`src/rtl/dmem_lsu_pkg.sv`:
```
// Shared encodings, FSM states and lane helpers for the data-memory load/store sequencer.
package dmem_lsu_pkg;

  localparam logic [1:0] SZ_B = 2'b00;
  localparam logic [1:0] SZ_H = 2'b01;
  localparam logic [1:0] SZ_W = 2'b10;

  typedef enum logic [1:0] {
    ST_IDLE = 2'd0,
    ST_RD   = 2'd1,
    ST_WR   = 2'd2,
    ST_RESP = 2'd3
  } lsu_state_e;

  // Byte lane = addr[1:0], half lane = addr[1]; sign-extend unless is_unsigned.
  function automatic logic [31:0] load_extract(input logic [1:0]  size,
                                               input logic        is_unsigned,
                                               input logic [1:0]  lane,
                                               input logic [31:0] word);
    logic [7:0]  b;
    logic [15:0] h;
    logic [31:0] r;
    b = word[{lane, 3'b000} +: 8];
    h = lane[1] ? word[31:16] : word[15:0];
    case (size)
      SZ_B:    r = is_unsigned ? {24'h0, b} : {{24{b[7]}}, b};
      SZ_H:    r = is_unsigned ? {16'h0, h} : {{16{h[15]}}, h};
      default: r = word;
    endcase
    return r;
  endfunction

  function automatic logic [31:0] store_merge(input logic [1:0]  size,
                                              input logic [1:0]  lane,
                                              input logic [31:0] word,
                                              input logic [31:0] wdata);
    logic [31:0] r;
    r = word;
    case (size)
      SZ_B: r[{lane, 3'b000} +: 8] = wdata[7:0];
      SZ_H: begin
        if (lane[1]) r[31:16] = wdata[15:0];
        else         r[15:0]  = wdata[15:0];
      end
      default: r = wdata;
    endcase
    return r;
  endfunction

endpackage

```
`src/rtl/dmem_lsu_fmt.sv`:
```
// Combinational lane formatter: load extract/extend and sub-word store merge.
module dmem_lsu_fmt
  import dmem_lsu_pkg::*;
(
  input  logic [1:0]  size,
  input  logic        is_unsigned,
  input  logic [1:0]  addr_lo,
  input  logic [31:0] word_in,
  input  logic [31:0] wdata,
  output logic [31:0] load_val,
  output logic [31:0] merged
);

  always_comb begin
    load_val = load_extract(size, is_unsigned, addr_lo, word_in);
    merged   = store_merge(size, addr_lo, word_in, wdata);
  end

endmodule

```
`src/rtl/dmem_lsu_ctrl.sv`:
```
// Load/store sequencer: one request in flight, sub-word stores done as read-modify-write.
module dmem_lsu_ctrl
  import dmem_lsu_pkg::*;
#(
  parameter int MEM_WORDS = 64
) (
  input  logic        clk,
  input  logic        rst_n,
  input  logic        req_valid,
  output logic        req_ready,
  input  logic        req_we,
  input  logic [1:0]  req_size,
  input  logic        req_unsigned,
  input  logic [31:0] req_addr,
  input  logic [31:0] req_wdata,
  output logic        rsp_valid,
  input  logic        rsp_ready,
  output logic [31:0] rsp_rdata,
  output logic        rsp_err,
  output logic [31:0] mem_a,
  output logic [31:0] mem_wd,
  output logic        mem_we,
  input  logic [31:0] mem_rd,
  output logic [1:0]  dbg_state
);

  // Handshakes: a transfer happens on a rising edge where valid and ready are both high;
  // valid and its payload stay stable until that edge, ready never waits on valid.

  lsu_state_e  state, state_nxt;
  logic        we_q;
  logic [1:0]  size_q;
  logic        uns_q;
  logic        err_q;
  logic [31:0] addr_q;
  logic [31:0] wdata_q;
  logic [31:0] data_q;
  logic [31:0] load_val;
  logic [31:0] merged;
  logic        req_err;
  logic        accept;

  assign accept  = (state == ST_IDLE) && req_valid;
  assign req_err = (req_size == 2'b11)
                 | ((req_size == SZ_H) & req_addr[0])
                 | ((req_size == SZ_W) & (|req_addr[1:0]))
                 | ({2'b00, req_addr[31:2]} >= 32'(MEM_WORDS));

  dmem_lsu_fmt u_fmt (
    .size        (size_q),
    .is_unsigned (uns_q),
    .addr_lo     (addr_q[1:0]),
    .word_in     (mem_rd),
    .wdata       (wdata_q),
    .load_val    (load_val),
    .merged      (merged)
  );

  always_ff @(posedge clk or negedge rst_n) begin
    if (!rst_n) state <= ST_IDLE;
    else        state <= state_nxt;
  end

  always_ff @(posedge clk or negedge rst_n) begin
    if (!rst_n) begin
      we_q    <= 1'b0;
      size_q  <= SZ_B;
      uns_q   <= 1'b0;
      err_q   <= 1'b0;
      addr_q  <= '0;
      wdata_q <= '0;
      data_q  <= '0;
    end else if (accept) begin
      we_q    <= req_we;
      size_q  <= req_size;
      uns_q   <= req_unsigned;
      err_q   <= req_err;
      addr_q  <= req_addr;
      wdata_q <= req_wdata;
      data_q  <= '0;
    end else if (state == ST_RD) begin
      data_q  <= we_q ? merged : load_val;
    end
  end

  always_comb begin
    state_nxt = state;
    req_ready = 1'b0;
    rsp_valid = 1'b0;
    rsp_rdata = '0;
    rsp_err   = 1'b0;
    mem_a     = '0;
    mem_wd    = '0;
    mem_we    = 1'b0;
    case (state)
      ST_IDLE: begin
        req_ready = 1'b1;
        if (req_valid) begin
          if (req_err)                       state_nxt = ST_RESP;
          else if (req_we && req_size == SZ_W) state_nxt = ST_WR;
          else                               state_nxt = ST_RD;
        end
      end
      ST_RD: begin
        mem_a     = {addr_q[31:2], 2'b00};
        state_nxt = we_q ? ST_WR : ST_RESP;
      end
      ST_WR: begin
        mem_a     = {addr_q[31:2], 2'b00};
        mem_wd    = (size_q == SZ_W) ? wdata_q : data_q;
        mem_we    = 1'b1;
        state_nxt = ST_RESP;
      end
      ST_RESP: begin
        rsp_valid = 1'b1;
        rsp_err   = err_q;
        // Stores and errored requests report zero data.
        rsp_rdata = (err_q || we_q) ? 32'h0 : data_q;
        if (rsp_ready) state_nxt = ST_IDLE;
      end
      default: state_nxt = ST_IDLE;
    endcase
  end

  assign dbg_state = state;

endmodule

```
`config.mk`:
```
export PLATFORM = sky130hd
export DESIGN_NAME = dmem_lsu_ctrl
export DESIGN_NICKNAME = d
export VERILOG_FILES = /design/src/rtl/dmem_lsu_pkg.sv /design/src/rtl/dmem_lsu_fmt.sv /design/src/rtl/dmem_lsu_ctrl.sv
export SDC_FILE = /design/constraint.sdc
export NUM_CORES = 1
export LEC_CHECK = 0
export CAP_MARGIN = 40
export CELL_PAD_IN_SITES_DETAIL_PLACEMENT = 0
export CELL_PAD_IN_SITES_GLOBAL_PLACEMENT = 1
export CORE_AREA = 10 10 149 151
export CTS_CLUSTER_SIZE = 28
export DETAILED_ROUTE_END_ITERATION = 12
export DIE_AREA = 0 0 159 161
export GPL_ROUTABILITY_DRIVEN = 0
export PLACE_DENSITY = 0.88
export SLEW_MARGIN = 20
export SYNTH_ARGS = -nofsm -noshare
export SYNTH_HDL_FRONTEND = slang
export SYNTH_HIERARCHICAL = 1
export SYNTH_SLANG_ARGS = --single-unit
```
`constraint.sdc`:
```
create_clock -name clk -period 3.68 [get_ports clk]
set_clock_uncertainty 0.15 [all_clocks]
set_input_delay 0.368 -clock clk [delete_from_list [all_inputs] [get_ports clk]]
set_output_delay 0.368 -clock clk [all_outputs]
set_load 0.02 [all_outputs]
```
# Word level (Yosys, flattened, before mapping)
# Cells that the tools add are included.
word_totals:
  rom_bits: 0
  register_bits: 103
  out_inout_bits: 102
  ram_bits: 0
  memories: 0
  latchBits: 0
  wordCells: 63
classes:
  bitwise: 5
  addsub: 1
  shift: 3
  order_cmp: 1
  div_mod_pow: 0
  n_mul: 0
  n_mux: 26
  n_reduce_logical: 9
  eq_ne: 10
ops:
  columns: ["op", "n"]
  rows:
  - ["32-bit 2-to-1 mux", 10]
  - ["32-bit one-hot mux with 2 select lines", 2]
  - ["16-bit 2-to-1 mux", 3]
  - ["32-bit bitwise mux", 1]
  - ["8-bit by 7-bit variable shift with 32-bit output (first input constant)", 1]
  - ["32-bit by 6-bit variable part select with 8-bit output", 1]
  - ["8-bit by 7-bit variable part select with 32-bit output", 1]
  - ["30-bit by 7-bit greater-or-equal comparator with 1-bit output (second input constant)", 1]
  - ["2-bit == test (second input constant)", 5]
  - ["2-bit 2-to-1 mux", 4]
  - ["2-bit one-hot mux with 4 select lines", 1]
  - ["5-bit negation with 7-bit output", 1]
  - ["2-bit by 1-bit == test with 1-bit output (second input constant)", 3]
  - ["1-bit 2-to-1 mux", 5]
  - ["2-bit zero test", 2]
  - ["2-bit != test (second input constant)", 2]
  - ["2-bit OR reduction", 2]
  - ["1-bit bitwise OR", 3]
  - ["1-bit AND", 2]
  - ["1-bit logical AND", 2]
  - ["2-bit AND reduction", 1]
  - ["2-bit nonzero test", 1]
  - ["1-bit logical OR", 1]

# Longest topological paths before layout
# Gate-level depths: netlist (run 1).
depth:
  ltp_word: 8
  ltp_mapped: 10
  depth_no_buf: 8

# Cells and area by module
# Netlist (run 1), hierarchy kept.
modules_own_cells:
  columns: ["module", "cells_per_inst", "area_each_um2", "seq_area_each_um2", "n_inst"]
  rows:
  - ["dmem_lsu_ctrl", 648, 5639.2, 2577.5, 1]
  - ["dmem_lsu_fmt", 235, 1570.3, 0.0, 1]

# Worst setup path after synthesis (run 1)
# No wires, ideal clock.
synth_timing:
  path_kind: "register to register"
  startpoint: "register addr_q[1]"
  endpoint: "register data_q[20]"
  slack_ps: 1323
  t_arrival_ps: 2120
  path_stages_with_launch: 11
  synth_period_minus_slack_ps: 2357
  path_cell_list: "dfrtp_1 buf_4 buf_4 inv_1 ha_1 nand2b_1 nor3b_2 nand2_1 a32oi_1 mux2i_1 a211oi_2"
synth_between:
  elab_chain_cells: 7
  word_cells_on_any_way: 14
  classes_between: "1 x add/sub; 3 x shift; 10 x mux"
synth_rtl:
  columns: ["item", "line", "source"]
  rows:
  - ["start, declared", "dmem_lsu_ctrl.sv:35", "logic [31:0] addr_q;"]
  - ["start signal, assigned", "dmem_lsu_ctrl.sv:78", "addr_q <= req_addr;"]
  - ["5-bit negation with 7-bit output", "dmem_lsu_pkg.sv:40", "SZ_B: r[{lane, 3'b000} +: 8] = wdata[7:0];"]
  - ["8-bit by 7-bit variable part select with 32-bit output / 8-bit by 7-bit variable shift with 32-bit output (equally long branches)", "dmem_lsu_pkg.sv:40", null]
  - ["32-bit bitwise mux", "dmem_lsu_pkg.sv:40", null]
  - ["32-bit one-hot mux with 2 select lines (*)", "dmem_lsu_pkg.sv:39", "case (size)"]
  - ["via merged[20]", "dmem_lsu_ctrl.sv:39", "logic [31:0] merged;"]
  - ["32-bit 2-to-1 mux (*)", "dmem_lsu_ctrl.sv:82", "data_q <= we_q ? merged : load_val;"]
  - ["32-bit 2-to-1 mux (*)", "dmem_lsu_ctrl.sv:81", "end else if (state == ST_RD) begin"]
  - ["32-bit 2-to-1 mux (*)", "dmem_lsu_ctrl.sv:73", "end else if (accept) begin"]
  - ["end signal, assigned", "dmem_lsu_ctrl.sv:82", null]
  - ["end, declared", "dmem_lsu_ctrl.sv:37", "logic [31:0] data_q;"]
# The timed path passes the listed nets; every way through them passes the cells marked *. The select of a mux whose other input is x is not followed.
# A chain may end at the register's enable or synchronous reset.

# Worst setup path after layout (run 1)
layout_timing:
  startpoint: "register state[0], in the netlist dbg_state[0]"
  endpoint: "output rsp_rdata[15]"
layout_between:
  elab_chain_cells: 2
layout_rtl:
  columns: ["item", "line", "source"]
  rows:
  - ["start, declared", "dmem_lsu_ctrl.sv:30", "lsu_state_e state, state_nxt;"]
  - ["start signal, assigned", "dmem_lsu_ctrl.sv:61", "else state <= state_nxt;"]
  - ["2-bit == test", "dmem_lsu_ctrl.sv:95", "case (state)"]
  - ["32-bit 2-to-1 mux", "dmem_lsu_ctrl.sv:95", null]
  - ["end, declared", "dmem_lsu_ctrl.sv:18", "output logic [31:0] rsp_rdata,"]
# Every way passes these cells.

==> impl_metrics.tcl, run 1 <==
set metrics [dict create \
    relSlewSlack_pct 47.6 \
    setup_violations 0 \
    critPathCaptureType "primary output" \
    synth.largest_area_cell "dfrtp_1" \
    p_per_area_nw_per_um2 917 \
    seqCellArea_um2 2580 \
    core-area_um2 19200 \
    worst_ep_arrival_time_ns 2.57 \
    fp.dieH_um 161 \
    worst_slack_ns 0.594 \
    via_count 6870 \
    grt_pass1_vias 6923 \
    drc 0 \
    num_rows 51 \
    ir_drop_v 0.000461 \
    status "completed" \
    timing_worst_setup_path_type "flop to primary output" \
    p_leak_uw 0.00410 \
    synthCells 883 \
    antenna_found_initial 0 \
    hpwl_um 19200 \
    rsz0062_at_grt "no" \
    drive_gt1_share_pct 9.67 \
    path_clk_slew_ns 0.07 \
    slew_viol_final 0 \
    n_fill_cell 1920 \
    min_period_ns 3.09 \
    cts_root_buffer "clkbuf_16" \
    synthFlopType "dfrtp_1" \
    grt_max_degree 66 \
    clock-sinks 103 \
    synth_most_common_cell "nand2_1" \
    drv_cap 0 \
    yosysUniqueCellTypes 53 \
    fin_crit_sh_pct 83.9 \
    ant_nets 0 \
    multi_input_area_um2 4170 \
    worstPathRequired_ns 3.16 \
    grt.overflow.total 0 \
    critPathLaunchType "flop" \
    pin_count 206 \
    hold_path.class "flop to flop" \
    synth-seq-cells 103 \
    syn2layout_area_growth_pct 33.5 \
    antenna-diode-count 0 \
    tns_ns 0 \
    nNetsFinal 1163 \
    tightestPinTransition_ns 0.786 \
    drt_wl_total_um 26200 \
    fmax_mhz 324 \
    hold_viol_final 0 \
    die_area_um2 25600 \
    synth_area_um2 7210 \
    drt_iter0_markers 531 \
    cts_max_level 3 \
    synth.avg_cell_area_um2 8.16 \
    dieWidth_um 159 \
    grtUsageTotal_pct 19.6 \
    start_util_pct 37.5 \
    grt_pass1_wl_um 40400 \
    clk_path_buf_depth 2 \
    port_buffers 203 \
    synth_edf_count 0 \
    tritoncts "yes" \
    yosysSeqAreaShare_pct 35.8 \
    insertion_delay_ns 0.36 \
    drt_first_pass_iters 5 \
    path_max_fanout 22 \
    yosys_warnings 6 \
    synth_area_leaders "dfrtp_1 (36%), nand2_1 (17%), a211oi_2 (5.9%)" \
    netlist.area_leader.share_pct 35.8 \
    async_flop_share_pct 100 \
    cts_made_buffers 9 \
    dpl_worst_slack_ns 0.916 \
    synth.cells.most_frequent "nand2_1 (333), dfrtp_1 (103), and2_1 (65)" \
    avgRoutedWirePerCell_um 19.8 \
    viasPerCell 5.20 \
    cts_setup_buffers 0 \
]
registers in the layout (all words and copies together), names as in the netlist:
| signal | flops |
|---|---|
| addr_q | 32 |
| data_q | 32 |
| dbg_state | 2 |
| err_q | 1 |
| size_q | 2 |
| uns_q | 1 |
| wdata_q | 32 |
| we_q | 1 |
kinds of logic (layout without fill, tap and decap cells):
family                     after synthesis  in the layout  share of synthesized area, %
buffers and inverters                   81            252                          6.59
and+or+nand+nor                        473            473                          28.5
adders and majority gates                9              9                          1.56
AOI/OAI and AO/OA                      169            169                          20.8
other                                    1              2                        0.0520
DFF                                    103            103                          35.8
muxes                                   47             47                          6.72
final timing paths:
path	startpoint	endpoint	slack (ns)	cells after the start
setup reg to reg	addr_q[1]$_DFFE_PN0P_	data_q[20]$_DFFE_PN0P_	0.91	8
hold / removal	addr_q[8]$_DFFE_PN0P_	addr_q[8]$_DFFE_PN0P_	0.32	2
max in group asynchronous	rst_n	wdata_q[16]$_DFFE_PN0P_	2.18	3
setup / recovery	dbg_state[0]$_DFFE_PN0P_	rsp_rdata[15]	0.59	6
hold reg to reg	addr_q[8]$_DFFE_PN0P_	addr_q[8]$_DFFE_PN0P_	0.32	2
min in group asynchronous	rst_n	data_q[2]$_DFFE_PN0P_	0.45	2
power by group:
group	switching (uW)	internal, uW
registers	626	1680
logic	3140	2430
clock network	477	468
total	4240	4580
layer usage:
metal	routed length (um)	vias up	track usage, %
met5	0	-	0
met4	544	0	5.69
met3	2450	34	7.30
met2	11900	267	31.5
met1	11200	3262	24.1
li1	-	3307	-
worst max-delay path: stages, from the launching register on:
cell and delay (ns):
dfrtp_1 0.41, ha_1 0.22, inv_1 0.11, nor3_4 0.45, buf_12 0.22, and2_1 0.17, clkdlybuf4s50_1 0.62
area by class of cell:
type | instances | area share (%)
clock buffers | 9 | 2.34
inverters | 17 | 0.663
clock inverters | 7 | 0.546
repair buffers | 219 | 22.9
flip-flops and latches | 103 | 26.8
multi-input cells | 700 | 43.3
well taps | 265 | 3.44
cell usage in the layout, fill, tap and decap left out, drive strengths merged, types with 8 or more instances in the layout:
cell,Yosys,routed
a21oi,24,24
and2,65,65
inv,16,20
dfrtp,103,103
mux2,8,8
a22o,10,10
clkdlybuf4s50,0,202
o21ai,20,20
buf,41,16
a211oi,34,34
clkbuf,23,9
nand2,333,333
a221o,16,16
mux2i,39,39
ha,9,9
a21boi,32,32
nor2,44,44
per-stage QoR:
| stage | cell area [um^2] | hold WS, ns | power [uW] | utilization [%] | instances |
|---|---|---|---|---|---|
| final | 9630 | 0.317 | 8820 | 50.1 | 1320 |
| after global routing | 9630 | 0.342 | 9460 | 50.1 | 1320 |
| after CTS | 9630 | 0.322 | 8870 | 50.1 | 1320 |
| after detailed placement | 9340 | 0.304 | 7890 | 48.6 | 1303 |
| after global placement | 9340 | 0.298 | 7820 | 48.6 | 1303 |
| after floorplan | 7210 | -0.0776 | 5960 | - | 884 |
repair_timing:
item	in CTS	in global routing
gates resized for setup	0	0
endpoints found under the hold margin	54	0
hold buffers	1	0
(Power assumes the default switching activity.)
==> run 2: changes to the inputs <==
--- a/config.mk
+++ b/config.mk
@@ -8,12 +8,12 @@
 export CAP_MARGIN = 40
 export CELL_PAD_IN_SITES_DETAIL_PLACEMENT = 0
 export CELL_PAD_IN_SITES_GLOBAL_PLACEMENT = 1
-export CORE_AREA = 10 10 149 151
+export CORE_AREA = 10 10 162 164
 export CTS_CLUSTER_SIZE = 28
 export DETAILED_ROUTE_END_ITERATION = 12
-export DIE_AREA = 0 0 159 161
+export DIE_AREA = 0 0 172 174
 export GPL_ROUTABILITY_DRIVEN = 0
-export PLACE_DENSITY = 0.88
+export PLACE_DENSITY = 0.79
 export SLEW_MARGIN = 20
 export SYNTH_ARGS = -nofsm -noshare
 export SYNTH_HDL_FRONTEND = slang
==> constraint.sdc (replaced) <==
create_clock -name clk -period 2.8 [get_ports clk]
set_clock_uncertainty 0.15 [all_clocks]
set_input_delay 0.28 -clock clk [delete_from_list [all_inputs] [get_ports clk]]
set_output_delay 0.28 -clock clk [all_outputs]
set_load 0.02 [all_outputs]
==> run 2 against run 1 <==
  * Final cell count increased by 2.9%
  * Core utilization decreased by 7.3 points
  * Sequential power increased by 27%
  * Cell area increased by 2.7%
  * Clock-buffer cell count unchanged
  * Largest power group unchanged
  * Worst setup slack got worse by 0.50 ns
  * Clock power increased by 40%
  * Sequential cell count unchanged
  * Sequential share of layout area decreased by 0.70 points
  * Global-route usage decreased by 1.7 points
  * Non-clock buffer count increased by 13
==> impl_metrics.tcl, run 2 (synthesis results as in run 1) <==
set metrics [dict create \
    status "completed" \
    drt_wl_total_um 27200 \
    pin_count 206 \
    hold_viol_final 0 \
    drt_iter0_markers 616 \
    cp_top_family "buffers and inverters" \
    fin_crit_sh_pct 96.6 \
    gr-usage-met3_pct 6.82 \
    grt.overflow.total 0 \
    start_util_pct 31.2 \
    rsz0062_at_grt "no" \
    num_rows 56 \
    multi_input_area_um2 4170 \
    p_leak_uw 0.00473 \
    nNetsFinal 1176 \
    drt_first_pass_iters 7 \
    path_max_fanout 34 \
    hpwl_um 20300 \
    drc 0 \
    worst_ep_arrival_time_ns 2.27 \
    n_fill_cell 2353 \
    clock-sinks 103 \
    slowest_stage "clkdlybuf4s50_1" \
    tritoncts "yes" \
    relSlewSlack_pct 47.9 \
    drive_gt1_share_pct 10.9 \
    cts_root_buffer "clkbuf_16" \
    mostFrequentLayoutCells "nand2_1 (332), clkdlybuf4s50_1 (170), dfrtp_1 (100)" \
    syn2layout_area_growth_pct 37.2 \
    timing_worst_setup_path_type "flop to primary output" \
    fmax_mhz 370 \
    cts_max_level 3 \
    insertion_delay_ns 0.36 \
    slew_viol_final 0 \
    viasPerCell 5.10 \
    path_clk_slew_ns 0.08 \
    worstPathRequired_ns 2.37 \
    met2_usage_pct 28.0 \
    worst_slack_ns 0.0956 \
    reg.largest.list "addr_q (32), data_q (32), wdata_q (32)" \
    crit_buf_inv 3 \
    grtUsageTotal_pct 17.9 \
    port_buffers 203 \
    avgRoutedWirePerCell_um 20.1 \
    seqCellArea_um2 2580 \
    ir_drop_v 0.000595 \
    grt_pass1_vias 6883 \
    grt_max_degree 70 \
    antenna-diode-count 0 \
    critPathLaunchType "flop" \
    drv_cap 0 \
    die_area_um2 29900 \
    critPathCaptureType "primary output" \
    antenna_found_initial 0 \
    placedCellCount 1341 \
    dieWidth_um 172 \
    hold_path.class "input port to flop" \
    clk_path_buf_depth 2 \
    tightestPinTransition_ns 0.781 \
    cpPeakStageDelay_ns 0.67 \
    layout_commonest_cell "nand2_1" \
    dpl_worst_slack_ns 0.327 \
    fp.dieH_um 174 \
    final_cells 1358 \
    grt_pass1_wl_um 41600 \
    ant_nets 0 \
    tns_ns 0 \
    worst_hold_slack_ns 0.291 \
    grt_use_met1_pct 22.6 \
    setup_violations 0 \
    core-area_um2 23100 \
    p_per_area_nw_per_um2 1190 \
    cts_made_buffers 9 \
    min_period_ns 2.70 \
    grt.busiest_layer "met2" \
    via_count 6931 \
    crit_chain "inv_1, ha_1, buf_12, a21boi_0, clkdlybuf4s50_1" \
]
==> run 2: worst paths after layout <==
check / from / end / slack [ns] / cells past startpoint
setup / recovery: dbg_state[0]$_DFFE_PN0P_ / mem_wd[7] / 0.1 / 5
hold / removal: req_wdata[30] / wdata_q[30]$_DFFE_PN0P_ / 0.29 / 3
setup reg to reg: addr_q[1]$_DFFE_PN0P_ / data_q[22]$_DFFE_PN0P_ / 0.30 / 8
hold reg to reg: addr_q[24]$_DFFE_PN0P_ / addr_q[24]$_DFFE_PN0P_ / 0.32 / 2
max in group asynchronous: rst_n / we_q$_DFFE_PN0P_ / 1.75 / 3
min in group asynchronous: rst_n / wdata_q[20]$_DFFE_PN0P_ / 0.33 / 3
==> run 2: power by group <==
| part | leakage, uW | total, uW | internal, uW | switching [uW] |
|---|---|---|---|---|
| clock network | 0.000138 | 1320 | 695 | 629 |
| registers | 0.00127 | 2930 | 2210 | 720 |
| logic | 0.00332 | 7540 | 3310 | 4230 |
==> run 2: per-layer routing <==
layer	vias to the layer above	share of wire [%]
met5	-	0
met4	0	2.3
met3	37	10
met2	290	45
met1	3276	43
li1	3328	-
==> run 2: layout make-up <==
| type | count | area share, % |
|---|---|---|
| Multi-Input combinational cell | 700 | 42.2 |
| Sequential cell | 103 | 26.1 |
| Timing Repair Buffer | 232 | 24.4 |
| Tap cell | 290 | 3.67 |
| Clock buffer | 9 | 2.28 |
| Clock inverter | 7 | 0.721 |
| Inverter | 17 | 0.645 |
==> run 2: through the flow <==
stage	instance area (um^2)	util [%]	power, uW
6_report	9890	42.8	11800
3_3_place_gp	9500	41.1	10500
2_1_floorplan	7210	-	7840
4_1_cts	9810	42.4	11900
3_5_place_dp	9500	41.1	10500
5_1_grt	9890	42.8	12700
==> run 2: tightest hold or removal path, stage by stage <==
cell	delay [ns]
clkdlybuf4s50_1	0.40
nand2_1	0.05
nand2_1	0.04
==> run 2: what timing repair did <==
| action | 4_1_cts | 5_1_grt |
|---|---|---|
| setup buffers | 0 | 0 |
| endpoints found under the setup margin | 1 | 33 |
| hold buffers | 1 | 0 |
| endpoints found under the hold margin | 103 | 0 |
| resized for setup | 1 | 32 |
